$ cat config.mk
export PLATFORM = sky130hd
export DESIGN_NAME = uart_tx_responder
export DESIGN_NICKNAME = d
export VERILOG_FILES = /design/src/rtl/uart_pkg.sv /design/src/rtl/tx_byte_fifo.sv /design/src/rtl/uart_tx_responder.sv
export SDC_FILE = /design/constraint.sdc
export NUM_CORES = 1
export LEC_CHECK = 0
export CORE_MARGIN = 3
export CORE_UTILIZATION = 43
export CTS_BUF_LIST = sky130_fd_sc_hd__clkbuf_8
export CTS_CLUSTER_SIZE = 14
export DETAILED_ROUTE_END_ITERATION = 8
export GPL_TIMING_DRIVEN = 0
export PLACE_DENSITY_LB_ADDON = 0.15
export SYNTH_ARGS = -nofsm -noshare
export SYNTH_HDL_FRONTEND = slang
export SYNTH_SLANG_ARGS = --single-unit
$ cat constraint.sdc
create_clock -name clk -period 2.98 [get_ports clk]
set_clock_uncertainty 0.15 [all_clocks]
set_input_delay 0.596 -clock clk [delete_from_list [all_inputs] [get_ports clk]]
set_output_delay 0.596 -clock clk [all_outputs]
set_load 0.02 [all_outputs]
$ cat src/rtl/uart_pkg.sv
// Shared constants for the memory-mapped UART transmitter: bus addresses,
// control/status bit positions and the transmit state encoding.
package uart_pkg;

    localparam logic [31:0] ADDR_TXD_DEF = 32'h4000_0018;
    localparam logic [31:0] ADDR_CON_DEF = 32'h4000_0020;

    localparam int CON_IE      = 0;
    localparam int CON_DONE    = 1;
    localparam int CON_FULL    = 2;
    localparam int CON_BUSY    = 3;
    localparam int CON_CNT_LSB = 4;
    localparam int CON_OVF     = 7;

    typedef enum logic [1:0] {
        TX_IDLE  = 2'd0,
        TX_START = 2'd1,
        TX_DATA  = 2'd2,
        TX_STOP  = 2'd3
    } tx_state_e;

endpackage

$ cat src/rtl/tx_byte_fifo.sv
// Small synchronous byte FIFO feeding the UART serialiser. A push while full
// is still accepted when a pop happens in the same cycle.
module tx_byte_fifo #(
    parameter int DEPTH = 4,
    parameter int PTR_W = $clog2(DEPTH)
) (
    input  logic             clk,
    input  logic             reset,
    input  logic             push,
    input  logic [7:0]       din,
    input  logic             pop,
    output logic [7:0]       dout,
    output logic             full,
    output logic             empty,
    output logic [PTR_W:0]   count
);

    logic [7:0]     mem_q [DEPTH];
    logic [PTR_W-1:0] wr_ptr_q, wr_ptr_d;
    logic [PTR_W-1:0] rd_ptr_q, rd_ptr_d;
    logic [PTR_W:0]   count_q, count_d;
    logic             push_ok;
    logic             pop_ok;

    assign full    = (count_q == (PTR_W+1)'(DEPTH));
    assign empty   = (count_q == '0);
    assign count   = count_q;
    assign dout    = mem_q[rd_ptr_q];
    assign push_ok = push && (!full || pop);
    assign pop_ok  = pop && !empty;

    // Pointer and occupancy next-state.
    always_comb begin
        wr_ptr_d = wr_ptr_q;
        rd_ptr_d = rd_ptr_q;
        count_d  = count_q;
        if (push_ok) wr_ptr_d = wr_ptr_q + 1'b1;
        if (pop_ok)  rd_ptr_d = rd_ptr_q + 1'b1;
        case ({push_ok, pop_ok})
            2'b10:   count_d = count_q + 1'b1;
            2'b01:   count_d = count_q - 1'b1;
            default: count_d = count_q;
        endcase
    end

    // Pointer and occupancy registers.
    always_ff @(posedge clk or negedge reset) begin
        if (!reset) begin
            wr_ptr_q <= '0;
            rd_ptr_q <= '0;
            count_q  <= '0;
        end else begin
            wr_ptr_q <= wr_ptr_d;
            rd_ptr_q <= rd_ptr_d;
            count_q  <= count_d;
        end
    end

    // Storage array; contents are don't-care until written.
    always_ff @(posedge clk) begin
        if (push_ok) mem_q[wr_ptr_q] <= din;
    end

endmodule

$ cat src/rtl/uart_tx_responder.sv
// Bus-mapped 8N1 UART transmitter: CPU writes bytes into a TX FIFO and a
// bit-timer FSM shifts them out LSB first with a level frame-done interrupt.
//
// state    | meaning
// ---------+-------------------------------------------------------------
// TX_IDLE  | line high, waiting for a byte in the FIFO
// TX_START | start bit (low) for CLKS_PER_BIT cycles
// TX_DATA  | data bit bit_idx for CLKS_PER_BIT cycles, LSB first
// TX_STOP  | stop bit (high); last cycle flags done and may chain next byte
module uart_tx_responder
    import uart_pkg::*;
#(
    parameter int          CLKS_PER_BIT = 5208,
    parameter int          FIFO_DEPTH   = 4,
    parameter logic [31:0] ADDR_TXD     = ADDR_TXD_DEF,
    parameter logic [31:0] ADDR_CON     = ADDR_CON_DEF
) (
    input  logic        clk,
    input  logic        reset,
    input  logic        rd,
    input  logic        wr,
    input  logic [31:0] addr,
    input  logic [31:0] wdata,
    output logic [31:0] rdata,
    output logic        uart_tx,
    output logic        irq,
    output logic        tx_busy
);

    localparam int BAUD_W = (CLKS_PER_BIT > 1) ? $clog2(CLKS_PER_BIT) : 1;
    localparam int PTR_W  = $clog2(FIFO_DEPTH);

    tx_state_e         state_q, state_d;
    logic [BAUD_W-1:0] baud_q, baud_d;
    logic [2:0]        bit_idx_q, bit_idx_d;
    logic [7:0]        shift_q, shift_d;
    logic              tx_q, tx_d;
    logic              ie_q, ie_d;
    logic              done_q, done_d;
    logic              ovf_q, ovf_d;

    logic              wr_txd, wr_con;
    logic              fifo_push, fifo_pop;
    logic [7:0]        fifo_dout;
    logic              fifo_full, fifo_empty;
    logic [PTR_W:0]    fifo_count;
    logic              baud_last;
    logic              done_set;
    logic              ovf_set;
    logic [31:0]       con_val;
    logic              unused_wdata;

    assign wr_txd    = wr && (addr == ADDR_TXD);
    assign wr_con    = wr && (addr == ADDR_CON);
    assign fifo_push = wr_txd;
    assign ovf_set   = wr_txd && fifo_full && !fifo_pop;
    assign baud_last = (baud_q == BAUD_W'(CLKS_PER_BIT - 1));

    assign uart_tx = tx_q;
    assign tx_busy = !fifo_empty || (state_q != TX_IDLE);
    assign irq     = ie_q && done_q;

    assign unused_wdata = ^{wdata[31:8], wdata[6:2]};

    tx_byte_fifo #(
        .DEPTH (FIFO_DEPTH)
    ) u_fifo (
        .clk   (clk),
        .reset (reset),
        .push  (fifo_push),
        .din   (wdata[7:0]),
        .pop   (fifo_pop),
        .dout  (fifo_dout),
        .full  (fifo_full),
        .empty (fifo_empty),
        .count (fifo_count)
    );

    // Transmit FSM next-state; tx_d is the line level for the coming cycle.
    always_comb begin
        state_d   = state_q;
        baud_d    = baud_q;
        bit_idx_d = bit_idx_q;
        shift_d   = shift_q;
        tx_d      = 1'b1;
        fifo_pop  = 1'b0;
        done_set  = 1'b0;
        case (state_q)
            TX_IDLE: begin
                if (!fifo_empty) begin
                    fifo_pop = 1'b1;
                    shift_d  = fifo_dout;
                    baud_d   = '0;
                    state_d  = TX_START;
                    tx_d     = 1'b0;
                end
            end
            TX_START: begin
                tx_d   = 1'b0;
                baud_d = baud_q + BAUD_W'(1);
                if (baud_last) begin
                    baud_d    = '0;
                    bit_idx_d = 3'd0;
                    state_d   = TX_DATA;
                    tx_d      = shift_q[0];
                end
            end
            TX_DATA: begin
                tx_d   = shift_q[bit_idx_q];
                baud_d = baud_q + BAUD_W'(1);
                if (baud_last) begin
                    baud_d = '0;
                    if (bit_idx_q == 3'd7) begin
                        state_d = TX_STOP;
                        tx_d    = 1'b1;
                    end else begin
                        bit_idx_d = bit_idx_q + 3'd1;
                        tx_d      = shift_q[bit_idx_q + 3'd1];
                    end
                end
            end
            TX_STOP: begin
                tx_d   = 1'b1;
                baud_d = baud_q + BAUD_W'(1);
                if (baud_last) begin
                    baud_d   = '0;
                    done_set = 1'b1;
                    if (!fifo_empty) begin
                        // Chain straight into the next start bit, no idle gap.
                        fifo_pop = 1'b1;
                        shift_d  = fifo_dout;
                        state_d  = TX_START;
                        tx_d     = 1'b0;
                    end else begin
                        state_d = TX_IDLE;
                    end
                end
            end
            default: begin
                state_d = TX_IDLE;
            end
        endcase
    end

    // Control/status next-state; hardware sets take priority over W1C clears.
    always_comb begin
        ie_d   = ie_q;
        done_d = done_q;
        ovf_d  = ovf_q;
        if (wr_con) begin
            ie_d = wdata[CON_IE];
            if (wdata[CON_DONE]) done_d = 1'b0;
            if (wdata[CON_OVF])  ovf_d  = 1'b0;
        end
        if (done_set) done_d = 1'b1;
        if (ovf_set)  ovf_d  = 1'b1;
    end

    // Read mux for the control/status register.
    always_comb begin
        con_val                       = '0;
        con_val[CON_IE]               = ie_q;
        con_val[CON_DONE]             = done_q;
        con_val[CON_FULL]             = fifo_full;
        con_val[CON_BUSY]             = tx_busy;
        con_val[CON_CNT_LSB +: 3]     = 3'(fifo_count);
        con_val[CON_OVF]              = ovf_q;
        rdata = (rd && (addr == ADDR_CON)) ? con_val : 32'd0;
    end

    // FSM, serial line and control/status registers.
    always_ff @(posedge clk or negedge reset) begin
        if (!reset) begin
            state_q   <= TX_IDLE;
            baud_q    <= '0;
            bit_idx_q <= '0;
            shift_q   <= '0;
            tx_q      <= 1'b1;
            ie_q      <= 1'b0;
            done_q    <= 1'b0;
            ovf_q     <= 1'b0;
        end else begin
            state_q   <= state_d;
            baud_q    <= baud_d;
            bit_idx_q <= bit_idx_d;
            shift_q   <= shift_d;
            tx_q      <= tx_d;
            ie_q      <= ie_d;
            done_q    <= done_d;
            ovf_q     <= ovf_d;
        end
    end

endmodule
# --- Word level (Yosys, flattened, before mapping) ---
# Memory sizes are Yosys's and may differ from the RTL's.
# Index checks and enable logic that the tools add are counted.
word_totals:
  out_inout_bits: 35
  ram_bits: 32
  inputBits: 68
  elab_cells: 107
  mem_count: 1
  register_bits: 37
mem_list:
  columns: ["name", "words", "width", "rd", "rd_ports_with_merged_regs", "write_ports", "line_no", "text"]
  rows:
  - ["u_fifo.mem_q", 4, 8, 1, 0, 1, "tx_byte_fifo.sv:18", "logic [7:0] mem_q [DEPTH];"]
classes:
  eq_ne: 16
  n_mux: 42
  addsub: 6
  n_lt_le_gt_ge: 2
  n_reduce_logical: 29
op_table:
  columns: ["cell", "count"]
  rows:
  - ["equality test 32 x 31 -> 1 bit, second input constant", 2]
  - ["2-to-1 mux 13 bit", 2]
  - ["case mux 13 bit (2 select lines)", 1]
  - ["2-to-1 mux 8 bit", 3]
  - ["2-to-1 mux 1 bit", 20]
  - ["case mux 8 bit (2 select lines)", 1]
  - ["nonzero test 2 bit", 8]
  - ["adder 13 x 1 -> 13 bit, second input constant", 1]
  - ["equality test 13 bit, second input constant", 1]
  - ["inequality test 2 bit, second input constant", 6]
  - ["case mux 3 bit (2 select lines)", 2]
  - ["2-to-1 mux 2 bit", 5]
  - ["2-to-1 mux 3 bit", 3]
  - ["logical AND 1 bit", 8]
  - ["less-than comparator 3 x 4 -> 1 bit, second input constant", 2]
  - ["case mux 2 bit (4 select lines)", 1]
  - ["adder 3 x 1 -> 3 bit, second input constant", 2]
  - ["binary-select mux 1 bit (select 3 bit)", 2]
  - ["equality test 2 bit, second input constant", 3]
  - ["equality test 3 bit, second input constant", 2]
  - ["AND reduction 2 bit", 3]
  - ["AND reduction 5 bit", 1]
  - ["adder 2 x 1 -> 2 bit, second input constant", 2]
  - ["equality test 2 x 1 -> 1 bit, second input constant", 2]
  - ["9 further kinds", 12]

# --- Longest topological paths before layout ---
logic_depth:
  ltp_word: 8
  mapped_depth: 14
  depth_no_buf: 13

# --- Cells and area by module ---
# From an unflattened synthesis, not the netlist that was laid out.
unflattened:
  cells_unflattened: 299
  hier_area_um2: 3727.3
by_module_without_submodules:
  columns: ["module", "n_inst", "cells_each", "seq_area_each_um2", "area_per_inst_um2"]
  rows:
  - ["uart_tx_responder", 1, 219, 752.0, 2139.6]
  - ["tx_byte_fifo", 1, 80, 1136.1, 1587.8]

# --- Worst setup path after synthesis ---
# Ideal clock, no wire load.
synth_path:
  path_type: "reg2reg"
  startpoint: "register baud_q[0]"
  endpoint: "register u_fifo.count_q[2], in the netlist u_fifo.count[2]"
  period_less_slack_ps: 2786
  arrival_time_ps: 2557
  n_path_buf: 2
  path_stages_with_launch: 15
  path_slack_ps: 194
  required_time_ps: 2751
  setup_ps: 79
  cell_sequence: "dfrtp_1 > ha_1 > and4b_4 > and3_1 > buf_6 > a31o_1 > and3_1 > buf_6 > inv_1 > ha_1 > inv_1 > fa_1 > xor2_1 > nor2_1 > xor2_1"
synth_between:
  elab_chain_len: 7
  elab_cells_between_ends: 10
  classes_between: "eq/ne: 3; mux: 3; reduce/logical: 4"
synth_rtl:
  columns: ["element", "line_no", "text"]
  rows:
  - ["start: declaration", "uart_tx_responder.sv:34", "logic [BAUD_W-1:0] baud_q, baud_d;"]
  - ["start signal: assignment", "uart_tx_responder.sv:184", "baud_q <= baud_d;"]
  - ["equality test 13 bit (*)", "uart_tx_responder.sv:57", "assign baud_last = (baud_q == BAUD_W'(CLKS_PER_BIT - 1));"]
  - ["2-to-1 mux 1 bit (*)", "uart_tx_responder.sv:125", "if (baud_last) begin"]
  - ["case mux 1 bit (2 select lines) (*)", "uart_tx_responder.sv:88", "case (state_q)"]
  - ["logical OR 1 bit", "tx_byte_fifo.sv:29", "assign push_ok = push && (!full || pop);"]
  - ["logical AND 1 bit", "tx_byte_fifo.sv:29", null]
  - ["equality test 2 x 1 -> 1 bit or equality test 2 bit (tied branches)", "tx_byte_fifo.sv:39", "case ({push_ok, pop_ok})"]
  - ["case mux 3 bit (2 select lines) or nonzero test 2 bit (tied branches)", null, null]
  - ["end signal: assignment", "tx_byte_fifo.sv:55", "count_q <= count_d;"]
  - ["end: declaration", "tx_byte_fifo.sv:21", "logic [PTR_W:0] count_q, count_d;"]
# Every way passes the cells marked *; elsewhere a longest branch is shown, timed or not.
# A chain may end at the register's enable or synchronous reset.

# --- Final worst setup path ---
layout_path:
  startpoint: "input addr[17]"
  endpoint: "output rdata[2]"
layout_between:
  elab_chain_len: 3
layout_rtl:
  columns: ["element", "line_no", "text"]
  rows:
  - ["start: declaration", "uart_tx_responder.sv:22", "input logic [31:0] addr,"]
  - ["equality test 32 x 31 -> 1 bit", "uart_tx_responder.sv:168", "rdata = (rd && (addr == ADDR_CON)) ? con_val : 32'd0;"]
  - ["logical AND 1 bit", "uart_tx_responder.sv:168", null]
  - ["2-to-1 mux 8 bit", "uart_tx_responder.sv:168", null]
  - ["end: declaration", "uart_tx_responder.sv:24", "output logic [31:0] rdata,"]
# Every way passes these cells.

==> run_results.csv <==
group,metric,value,unit
synth,post_synthesis_cells,284,
finish,flow.area_growth_from_synthesis,31.0,%
clock_network,h-tree-depth,3,
global_routing,first_pass_grt_wire_length,11.5,mm
routing,drt_iter0_markers,52,
clock_network,cts_buffers,9,
placed_design,numPortBuffers,54,
global_routing,first_global_vias,2398,
sta,final-max-slew-violation-count,0,
synth,synthFlopType,"dfrtp_1",
die,core-area,7930,um2
global_routing,gr-total-overflow,0,
clock_network,clk_root_buffer_cell,"clkbuf_8",
synth,syn_area_per_cell,12.7,um2
routing,drc,0,
setup_path,crit-reg2reg-capture,"u_fifo.count[2]",
setup_path,worst_r2r_path_depth,14,
synth,synth_enable_flop_cells,32,
sta,maxSlewHeadroom,43.0,%
die,io-pin-count,103,
global_routing,grt_max_degree,38,
placed_design,gp_congestion,0.756,
synth,ys_seq_elements,69,
clock_network,cts.clk_slew.worst_paths,0.09,ns
sta,fin_tns_setup,0,ns
setup_path,timing_worst_setup_path_type,"in -> out",
clock_network,tritoncts,"yes",
global_routing,grt_antenna_before_repair,0,
routing,route.detailed.vias_per_inst,4.92,
clock_network,clock_path_buffers,2,
routing,drt_pass1_iterations,6,
setup_path,crit_path_end_kind,"output port",
placed_design,dpl.hpwl,5.07,mm
placed_design,placement.cell_area,4360,um2
routing,vias,2393,
setup_path,worst-r2r-setup-slack,0.11,ns
setup_path,critical_path_arrival,2.17,ns
synth,synthArstFlopShare,53.6,%
die,floorplan.die.width,97.7,um
power,combinationalPowerShare,7.1,%
sta,final_min_period_over_clock_period,98.0,%
setup_path,timing.critical_path.slowest_stage_cell,"clkdlybuf4s50_1",
power,vdd_ir_drop_max,0.000285,V
global_routing,gr-usage-all-layers,14.9,%
setup_path,crit_fanout,6,
flow_run,maxCapViolCount,0,
setup_path,worst_setup_path_start_kind,"primary input",
power,clock_power_share,38.8,%
clock_network,clock_latency_on_the_worst_skew_pair,0.34,ns
routing,wl_per_cell,14.4,um
routing,detail_route.wirelength,7.00,mm
status,status,"finished clean",
die,initial_cell_density_of_the_core,45.6,%
synth,yosysSeqAreaShare,52.3,%
synth,mappedNetlistArea,3610,um2
synth,library_cell_occupying_the_most_area_in_the_post_synthesis_netlist,"edfxtp_1",
clock_network,cts_num_sinks,69,
finish,postLayoutCoreUtil,59.7,%
synth,synth_cell_type_count,51,
finish,final_layout_size_suffix_gt1_share,28.1,%
die,floorplan.rows,32,
power,power_density,389,nW/um2
synth,ys.warnings.count,0,
setup_path,r2r_start,"baud_q[1]",
sta,worst_hold_slack,0.207,ns
sta,finalWorstPathRequiredPeriod,2.92,ns
finish,nNetsFinal,461,
sta,hold_violations,0,
power,net-switching-power,454,uW
finish,stdcell_area,4730,um2
min_path,hold_path_class,"in -> async",
finish,layout.cells.most_common,"dfrtp_1",
die,die-area,9540,um2
sta,max_freq,342,MHz
sta,worstMarginPinSlew,0.855,ns
finish,most-common-layout-cells,"dfrtp_1, buf_4, edfxtp_1",
setup_path,max_stage_delay,0.41,ns
power,internal_power,1390,uW
synth,synth_largest_type_area_fraction,26.6,%
sta,finalSetupViolCount,0,
finish,diodes,0,
power,totalPowerFinal,1840,uW
synth,top_cells_by_area_in_the_synthesized_netlist,"edfxtp_1, dfrtp_1, mux4_2",
die,fp.dieH,97.7,um
power,power.leakage,0.00213,uW
routing,antenna_violating_nets_post_route,0,
setup_path,timing.critical_path.cells,"clkdlybuf4s50_1 -> nor4_2 -> nand2_2 -> nor4_4 -> buf_4 -> and3_4 -> buf_6",
power,share_seq_of_total_power,54.1,%
power,netSwitchingFraction,24.7,%
finish,number_of_fill_cells_in_the_layout,613,
setup_path,required,2.23,ns
metrics by stage:
stage	setup WS, ns	instances
3_3_place_gp	-1.02	463
5_1_grt	-0.0591	486
4_1_cts	-0.0689	483
3_5_place_dp	-1.00	463
6_report	0.0598	486
2_1_floorplan	0.194	307
power by group through the flow:
stage	clock (uW)	combinational (uW)	sequential (uW)
floorplan	0	54.7	1020
global placement	0	126	1020
detailed placement	0	126	1020
CTS	738	129	996
global route	775	141	996
finish	715	130	996
metal layers:
layer | GRT usage, % | up-vias | wire, um
met1 | 18.4 | 1140 | 3060
met4 | 4.15 | 0 | 44
li1 | - | 1180 | -
met5 | 0 | - | 0
met2 | 25.8 | 69 | 3530
met3 | 3.80 | 4 | 368
Yosys cell counts, types with 2 or more instances:
library cell   n
a211oi_1       3
a22o_1         6
and2_1        13
and3_1         7
buf_1          2
buf_4         24
buf_6          2
dfrtp_1       36
edfxtp_1      32
ha_1          13
inv_1         11
mux2_2        11
mux2i_1        2
mux4_2        12
nand2_1       17
nand3_1        8
nand4_1        5
nor2_1        21
nor3_1         3
nor3b_1        2
nor4_1         7
o21ai_0        3
o31ai_1        2
xnor2_1        6
xor2_1        10
area by class of cell:
class / instances / area [um2] / share of cell area, %
tap: 102 / 128 / 2.70
clock inverter: 7 / 63.8 / 1.35
buffer: 30 / 219 / 4.63
timing repair buffer: 61 / 611 / 12.9
sequential: 69 / 1890 / 39.9
multi-input combinational: 196 / 1650 / 34.9
inverter: 12 / 45.0 / 0.952
clock buffer: 9 / 124 / 2.62
how the worst max path moves through the flow:
stage                         start              end  slack [ns]  depth (start not counted)
final                      addr[17]         rdata[2]        0.06                          7
after global placement      addr[5]         rdata[2]       -1.02                          6
after global routing        addr[8]         rdata[2]       -0.06                          7
after floorplan           baud_q[0]  u_fifo.count[2]        0.19                         14
after detailed placement    addr[5]         rdata[2]       -1.00                          6
after CTS                  addr[10]         rdata[3]       -0.07                          7
critical path, delay by kind of cell:
family                 cells  cell delay (ns)
and+or+nand+nor            4             0.88
buffers and inverters      3             0.70
registers in the layout, summed over array words and instances, names as in the netlist, 2 cells and up:
signal	cells
shift_q	8
u_fifo.count	3
u_fifo.mem_q	32
baud_q	13
bit_idx_q	3
u_fifo.wr_ptr_q	2
state_q	2
u_fifo.rd_ptr_q	2
kinds of logic (layout without fill, tap and decap cells):
family | after synthesis | after routing | share of synthesized area, %
xor gates and xnor gates | 16 | 16 | 3.88
AOI/OAI and AO/OA | 24 | 24 | 5.23
other | 1 | 24 | 0.104
buffers and inverters | 42 | 119 | 7.31
DFF | 69 | 69 | 52.3
and+or+nand+nor | 92 | 92 | 14.3
adders and majority gates | 14 | 14 | 5.06
muxes | 26 | 26 | 11.9
repair_timing:
item,in CTS,in global routing
endpoints found under the hold margin,0,0
hold buffers,0,0
setup endpoints to repair,10,11
gates resized for setup,38,37
setup buffers,4,3
pin swaps,3,15
Note: power is estimated with default switching activity, not from simulation.
